File: src/rtl/game_mechanics_n.sv
// -----------------------------------------------------------------------------
// game_mechanics_n
//
// Game rules engine for a player sprite and NUM_BEES bee sprites. Detects
// player/bee overlap and play-field edge contact, and runs the game FSM
// (IDLE -> PLAY -> HIT (invulnerable) -> PLAY ... -> OVER -> IDLE). Owns lives,
// score and high score, and emits a one-cycle game_reset pulse for the sprite
// control/datapath whenever the game (re)starts or the player is hit.
//
// Optional feature: define EXTRA_LIFE_EN to award a bonus life (capped at
// MAX_LIVES) each time a score increment lands on a nonzero multiple of
// EXTRA_LIFE_PTS. Without the macro, lives only ever decrease.
//
// Ports:
//   clk          in   system clock
//   resetn       in   asynchronous reset, active HIGH despite the name
//   tick         in   one-cycle frame pulse; collision/scoring advance on it
//   start        in   start request, honoured only in IDLE
//   user_x/y     in   player position, COORD_W bits each
//   bee_x/y      in   packed bee positions, bee i at [i*COORD_W +: COORD_W]
//   bee_en       in   per-bee enable
//   game_reset   out  one-cycle pulse on game start / hit / game over
//   game_over    out  high while in OVER
//   lives        out  remaining lives
//   score        out  current score (saturating)
//   high_score   out  best score of completed games
//   hit_mask     out  bees overlapping the player at the last tick
//   state        out  FSM state: IDLE=0, PLAY=1, HIT=2, OVER=3
//
// Handshake: there is no valid/ready pair. tick and start are level inputs
// sampled on each rising clk edge; a one-cycle high on tick is one frame, and
// start is acted upon on any edge where state is IDLE. All outputs are flops.
// -----------------------------------------------------------------------------
module game_mechanics_n #(
  parameter int NUM_BEES        = 4,
  parameter int COORD_W         = 7,
  parameter int SCORE_W         = 8,
  parameter int MAX_LIVES       = 3,
  parameter int HIT_RADIUS      = 3,
  parameter int LEFTEDGE        = 1,
  parameter int RIGHTEDGE       = 124,
  parameter int TOPEDGE         = 1,
  parameter int BOTTOMEDGE      = 116,
  parameter int INVULN_TICKS    = 8,
  parameter int OVER_HOLD_TICKS = 64,
  parameter int EXTRA_LIFE_PTS  = 32,
  localparam int LIVES_W        = $clog2(MAX_LIVES + 1)
) (
  input  logic                          clk,
  input  logic                          resetn,
  input  logic                          tick,
  input  logic                          start,
  input  logic [COORD_W-1:0]            user_x,
  input  logic [COORD_W-1:0]            user_y,
  input  logic [NUM_BEES*COORD_W-1:0]   bee_x,
  input  logic [NUM_BEES*COORD_W-1:0]   bee_y,
  input  logic [NUM_BEES-1:0]           bee_en,
  output logic                          game_reset,
  output logic                          game_over,
  output logic [LIVES_W-1:0]            lives,
  output logic [SCORE_W-1:0]            score,
  output logic [SCORE_W-1:0]            high_score,
  output logic [NUM_BEES-1:0]           hit_mask,
  output logic [1:0]                    state
);

  // Coordinates are compared as signed values one bit wider than COORD_W so
  // that the difference never wraps around the play field.
  localparam int DW = COORD_W + 1;
  localparam int CNT_MAX = (INVULN_TICKS > OVER_HOLD_TICKS) ? INVULN_TICKS : OVER_HOLD_TICKS;
  localparam int CNT_W = $clog2(CNT_MAX + 1);

  localparam logic [DW-1:0]      RADIUS    = DW'(HIT_RADIUS);
  localparam logic [COORD_W-1:0] LEFT_C    = COORD_W'(LEFTEDGE);
  localparam logic [COORD_W-1:0] RIGHT_C   = COORD_W'(RIGHTEDGE);
  localparam logic [COORD_W-1:0] TOP_C     = COORD_W'(TOPEDGE);
  localparam logic [COORD_W-1:0] BOTTOM_C  = COORD_W'(BOTTOMEDGE);
  localparam logic [LIVES_W-1:0] LIVES_MAX = LIVES_W'(MAX_LIVES);
  localparam logic [LIVES_W-1:0] LIVES_ONE = LIVES_W'(1);
  localparam logic [CNT_W-1:0]   INV_C     = CNT_W'(INVULN_TICKS);
  localparam logic [CNT_W-1:0]   OVER_C    = CNT_W'(OVER_HOLD_TICKS);
  localparam logic [CNT_W-1:0]   CNT_ONE   = CNT_W'(1);
  localparam logic [SCORE_W-1:0] SCORE_MAX = {SCORE_W{1'b1}};
  localparam logic [SCORE_W-1:0] EXTRA_PTS = SCORE_W'(EXTRA_LIFE_PTS);

`ifdef EXTRA_LIFE_EN
  localparam bit EXTRA_ON = 1'b1;
`else
  localparam bit EXTRA_ON = 1'b0;
`endif

  typedef enum logic [1:0] {
    S_IDLE = 2'd0,
    S_PLAY = 2'd1,
    S_HIT  = 2'd2,
    S_OVER = 2'd3
  } state_e;

  state_e               state_q, state_d;
  logic [LIVES_W-1:0]   lives_q, lives_d;
  logic [SCORE_W-1:0]   score_q, score_d;
  logic [SCORE_W-1:0]   high_q, high_d;
  logic [CNT_W-1:0]     cnt_q, cnt_d;
  logic [NUM_BEES-1:0]  hit_mask_q, hit_mask_d;
  logic                 game_reset_q, game_reset_d;
  logic                 game_over_q, game_over_d;

  logic [NUM_BEES-1:0]  bee_hits;
  logic                 edge_hit;
  logic                 collided;
  logic [SCORE_W-1:0]   score_inc;
  logic [LIVES_W-1:0]   lives_bonus;
  logic                 score_sat;
  logic                 bonus;
  logic                 pulse_req;

  // |a - b| computed on zero-extended signed operands.
  function automatic logic [DW-1:0] abs_diff(input logic [COORD_W-1:0] a,
                                             input logic [COORD_W-1:0] b);
    logic signed [DW-1:0] d;
    d = $signed({1'b0, a}) - $signed({1'b0, b});
    return d[DW-1] ? DW'(-d) : DW'(d);
  endfunction

  // ---------------------------------------------------------------------------
  // Collision detection
  // ---------------------------------------------------------------------------
  always_comb begin : collision_comb
    bee_hits = '0;
    for (int i = 0; i < NUM_BEES; i++) begin
      bee_hits[i] = bee_en[i]
                  && (abs_diff(user_x, bee_x[i*COORD_W +: COORD_W]) <= RADIUS)
                  && (abs_diff(user_y, bee_y[i*COORD_W +: COORD_W]) <= RADIUS);
    end
    edge_hit = (user_x <= LEFT_C) || (user_x >= RIGHT_C)
            || (user_y <= TOP_C)  || (user_y >= BOTTOM_C);
    collided = edge_hit || (|bee_hits);
  end

  // ---------------------------------------------------------------------------
  // Score increment with saturation, and the optional bonus life it may earn
  // ---------------------------------------------------------------------------
  always_comb begin : score_comb
    score_sat   = (score_q == SCORE_MAX);
    score_inc   = score_sat ? score_q : score_q + SCORE_W'(1);
    // A saturated score does not increment, so it can never earn a bonus.
    bonus       = EXTRA_ON && !score_sat && ((score_inc % EXTRA_PTS) == '0);
    lives_bonus = (bonus && (lives_q < LIVES_MAX)) ? lives_q + LIVES_ONE : lives_q;
  end

  // ---------------------------------------------------------------------------
  // FSM: state register
  // ---------------------------------------------------------------------------
  always_ff @(posedge clk or posedge resetn) begin : state_reg
    if (resetn) begin
      state_q <= S_IDLE;
    end else begin
      state_q <= state_d;
    end
  end

  // ---------------------------------------------------------------------------
  // FSM: next-state logic
  // ---------------------------------------------------------------------------
  always_comb begin : next_state_comb
    state_d = state_q;
    case (state_q)
      S_IDLE: if (start) state_d = S_PLAY;
      S_PLAY: if (tick && collided) state_d = (lives_q > LIVES_ONE) ? S_HIT : S_OVER;
      S_HIT:  if (tick && (cnt_q == CNT_ONE)) state_d = S_PLAY;
      S_OVER: if (tick && (cnt_q == CNT_ONE)) state_d = S_IDLE;
      default: state_d = S_IDLE;
    endcase
  end

  // ---------------------------------------------------------------------------
  // FSM: output / datapath next values
  // ---------------------------------------------------------------------------
  always_comb begin : output_comb
    lives_d     = lives_q;
    score_d     = score_q;
    high_d      = high_q;
    cnt_d       = cnt_q;
    game_over_d = game_over_q;
    hit_mask_d  = tick ? bee_hits : hit_mask_q;
    pulse_req   = 1'b0;
    case (state_q)
      S_IDLE: begin
        if (start) begin
          lives_d     = LIVES_MAX;
          score_d     = '0;
          game_over_d = 1'b0;
          pulse_req   = 1'b1;
        end
      end
      S_PLAY: begin
        if (tick) begin
          if (collided) begin
            // Edge and bee contact on one tick still cost a single life.
            pulse_req = 1'b1;
            if (lives_q > LIVES_ONE) begin
              lives_d = lives_q - LIVES_ONE;
              cnt_d   = INV_C;
            end else begin
              lives_d     = '0;
              cnt_d       = OVER_C;
              game_over_d = 1'b1;
              if (score_q > high_q) high_d = score_q;
            end
          end else begin
            score_d = score_inc;
            lives_d = lives_bonus;
          end
        end
      end
      S_HIT: begin
        if (tick) begin
          score_d = score_inc;
          lives_d = lives_bonus;
          cnt_d   = cnt_q - CNT_ONE;
        end
      end
      S_OVER: begin
        if (tick) begin
          cnt_d = cnt_q - CNT_ONE;
          if (cnt_q == CNT_ONE) game_over_d = 1'b0;
        end
      end
      default: ;
    endcase
    // Back-to-back requests (e.g. start followed by an immediate hit tick)
    // must not stretch the pulse, so a request right after a pulse is dropped.
    game_reset_d = pulse_req & ~game_reset_q;
  end

  // ---------------------------------------------------------------------------
  // Datapath registers
  // ---------------------------------------------------------------------------
  always_ff @(posedge clk or posedge resetn) begin : data_reg
    if (resetn) begin
      lives_q      <= LIVES_MAX;
      score_q      <= '0;
      high_q       <= '0;
      cnt_q        <= '0;
      hit_mask_q   <= '0;
      game_reset_q <= 1'b0;
      game_over_q  <= 1'b0;
    end else begin
      lives_q      <= lives_d;
      score_q      <= score_d;
      high_q       <= high_d;
      cnt_q        <= cnt_d;
      hit_mask_q   <= hit_mask_d;
      game_reset_q <= game_reset_d;
      game_over_q  <= game_over_d;
    end
  end

  assign game_reset = game_reset_q;
  assign game_over  = game_over_q;
  assign lives      = lives_q;
  assign score      = score_q;
  assign high_score = high_q;
  assign hit_mask   = hit_mask_q;
  assign state      = state_q;

endmodule

File: config.mk
export PLATFORM = sky130hd
export DESIGN_NAME = game_mechanics_n
export DESIGN_NICKNAME = d
export VERILOG_FILES = /design/src/rtl/game_mechanics_n.sv
export SDC_FILE = /design/constraint.sdc
export NUM_CORES = 1
export LEC_CHECK = 0
export BUFFER_PORTS_ARGS = -buffer_cell sky130_fd_sc_hd__buf_2
export CAP_MARGIN = 20
export CELL_PAD_IN_SITES_DETAIL_PLACEMENT = 0
export CELL_PAD_IN_SITES_GLOBAL_PLACEMENT = 1
export CORE_UTILIZATION = 29
export DETAILED_ROUTE_END_ITERATION = 10
export HOLD_SLACK_MARGIN = 0.15
export PLACE_DENSITY = 0.71
export SYNTH_ARGS = -nofsm -noshare
export SYNTH_HDL_FRONTEND = slang
export SYNTH_SLANG_ARGS = --single-unit
export TNS_END_PERCENT = 50
File: constraint.sdc
create_clock -name clk -period 2.14 [get_ports clk]
set_input_delay 0.321 -clock clk [delete_from_list [all_inputs] [get_ports clk]]
set_output_delay 0.321 -clock clk [all_outputs]
set_load 0.01 [all_outputs]
==> flow_summary_export.csv <==
group,metric,value,unit
finish,regArea,828,sq um
yosys,ys_seq_area_share,13.8,%
floorplan,coreArea,20300,sq um
min_path,whs_path_depth,3,
power_and_ir_drop,vdd_drop_max,0.341,mV
yosys,synthArstFlopShare,100,%
cts,clock_latency,280,ps
power_and_ir_drop,power_density,664,nW/um^2
floorplan,die-width,146,um
min_path,hp-start,"start",
setup_path,cp.required,2300,ps
timing,post-route-min-period,3590,ps
setup_path,crit_type,"in2reg",
timing,finClkSkew,2.11,ps
floorplan,rows,52,
yosys,synth_ff_type,"dfrtp_1",
yosys,synth_edf_count,0,
place,hpwl,15.4,mm
grt,antenna_found_initial,1,
timing,rsz0062_at_grt,"true",
yosys,ys_top_cells_by_count,"97 x inv_1, 80 x ha_1, 59 x nor2_1, 51 x nand2_1",
yosys,synth_top_cell_area_share,16.6,%
detailed_routing,drcViolationCount,0,
timing,fin_ws,-1450,ps
finish,fin_cells,1392,
detailed_routing,finalWirelength,18.6,mm
timing,setup_viol,33,
detailed_routing,post_drt_wl_per_cell,13.4,um
floorplan,ios,104,
min_path,hp-class,"in2reg",
setup_path,slowest_delay,470,ps
setup_path,slowest_stage,"fa_1",
min_path,holdPathEnd,"game_reset",
yosys,yosys.area.top_type,"ha_1",
place,placed_cells,1368,
floorplan,die_h,146,um
finish,nNetsFinal,1286,
finish,multi_input_area,5030,sq um
yosys,postSynthNetCount,950,
timing,worst_pin_slew,699,ps
yosys,syn_avg_cell_area,7.68,sq um
detailed_routing,ant_nets,0,
finish,drive_gt1_share,37.4,%
grt,grt_pass1_wl,30.9,mm
yosys,ys_warn_count,0,
detailed_routing,firstDrtPassIters,4,
cts,cts_made_buffers,5,
yosys,netlist_instances,784,
setup_path,r2r-start,"score[1]",
setup_path,ff2ff_path_depth,8,
yosys,synth_seq_cells,33,
cts,cts_root_buf,"clkbuf_16",
setup_path,crit_chain,"buf_12 > inv_16 > ha_4 > inv_2 > fa_1 > inv_2 > ha_4 > nand2_2 > a211o_1 > a22oi_2 > o211ai_1 > a211o_1 > a211oi_4 > a32oi_4 > a31oi_4 > and4_4 > mux2_4",
yosys,synth_area_leaders,"ha_1 17%, dfrtp_1 13%, inv_1 6.0%, a21oi_1 4.0%, o21ai_0 4.0%",
timing,max_freq,0.278,GHz
timing,slew_violations,0,
setup_path,cpLargestDelayFamily,"compound AO/OA/AOI/OAI gates",
cts,cts_buffer_depth,2,
setup_path,r2r_slack,70,ps
detailed_routing,vias,6879,
timing,finalCritPeriodShare,168,%
power_and_ir_drop,leakagePower,4.60,nW
finish,syn_to_final_growth,51.2,%
timing,hold_viol_final,0,
cts,cts_tree,"built",
timing,slew_headroom,53.2,%
yosys,mappedNetlistArea,6020,sq um
detailed_routing,drt-vias-per-instance,4.94,
finish,n_fill_cell,2078,
yosys,ys_types,83,
detailed_routing,drt_iter0_drc,223,
floorplan,initial_core_util,29.7,%
place,portBuffers,103,
yosys,synth_most_common_cell,"inv_1",
grt,grt_start_max_net_pins,34,
status,outcome,"finished, violations left",
setup_path,end_kind,"flop",
cts,cts_max_level,2,
grt,grt-ovfl-total,0,
cts,clock_sinks,33,
setup_path,critical_path_buf_inv_count,4,
status,violations,"setup timing",
setup_path,crit_fanout,8,
floorplan,fp.dieArea,21300,sq um
setup_path,rr_endpoint,"high_score[3]",
setup_path,cp.arrival,3760,ps
place,place.gp.congestion,0.832,
grt,grt_pass1_vias,6740,
grt,grtUsageTotal,17.3,%
flow_run,maxCapViolCount,0,
cts,path_clk_slew,50,ps
place,pre_cts_slack,-1870,ps
setup_path,cp-start-kind,"input pin",
-- cells in the final DEF (no fill, tap or decap), types with 17 or more instances in the layout --
master,synthesis,final
buf_4,0,222
buf_2,2,100
inv_1,97,92
ha_1,80,74
nor2_1,59,58
nand2_1,51,50
a21oi_1,48,45
o21ai_0,48,33
dfrtp_1,31,31
nand3_1,25,25
nand2b_1,24,22
nor2b_1,19,18
a21o_1,17,17
-- repair_timing --
action	in CTS	in global routing
cloned	0	0
hold endpoints to repair	21	0
pin swaps	11	25
hold buffers	1	0
gates resized for setup	29	46
setup buffers	14	2
endpoints found under the setup margin	33	33
-- worst max-delay path by stage --
stage               startpoint       endpoint  cells past startpoint
floorplan            user_y[0]  high_score[0]                     17
global placement     user_y[0]  high_score[1]                     17
detailed placement   user_y[0]  high_score[3]                     15
CTS                  user_x[0]  high_score[6]                     15
global route         user_y[0]  high_score[6]                     17
finish               user_y[0]  high_score[3]                     17
-- worst register-to-register path: stages, from the launching register on --
cell and delay (ps):
dfrtp_1 440, ha_1 330, nor2b_1 130, o21ai_0 80, nand2b_1 90, a21oi_1 70
o21ai_0 150, and4_4 360, mux2_4 320
-- routing by layer --
layer	GRT usage, %	routed length [um]	up-vias
met3	1.31	382	21
met2	31.2	9040	103
li1	-	-	3582
met4	3.44	250	0
met5	0	0	-
met1	22.6	8970	3173
-- area by class of cell --
type                    count  share of cell area (%)
inverters                  97                    4.26
clock buffers               6                    1.42
multi-input cells         644                    55.3
clock inverters             2                   0.110
flip-flops and latches     33                    9.10
diodes                      1                  0.0275
well taps                 270                    3.71
repair buffers            339                    26.1
-- where the power goes --
part,leakage [nW],switching [mW],internal (mW)
clock,0.0706,0.257,0.427
combinational,4.10,2.16,2.16
sequential,0.428,0.205,0.840
-- cell families (layout without fill, tap and decap cells) --
group                      after synthesis  after routing  share of synthesized area, %
muxes                                   16             16                          3.39
DFF                                     33             33                          13.8
other                                    0              1                             0
and+or+nand+nor                        275            275                          24.7
buffers and inverters                  107            444                          6.98
AOI/OAI and AO/OA                      239            239                          28.1
xor gates and xnor gates                26             26                          3.78
adders and majority gates               88             88                          19.3
-- per-stage QoR --
stage                     instance area [sq um]  power, mW  util (%)  hold WS (ps)  setup TNS, ps
after global placement                     8600       4.95      42.4           410         -51240
after CTS                                  8950       5.84      44.1           353         -38630
after detailed placement                   8600       4.99      42.4           420         -53440
final                                      9100       6.05      44.9           361         -40990
after global routing                       9100       6.58      44.9           376         -45570
after floorplan                            6140       3.38         -           448         -38030
(Power assumes the default switching activity.)
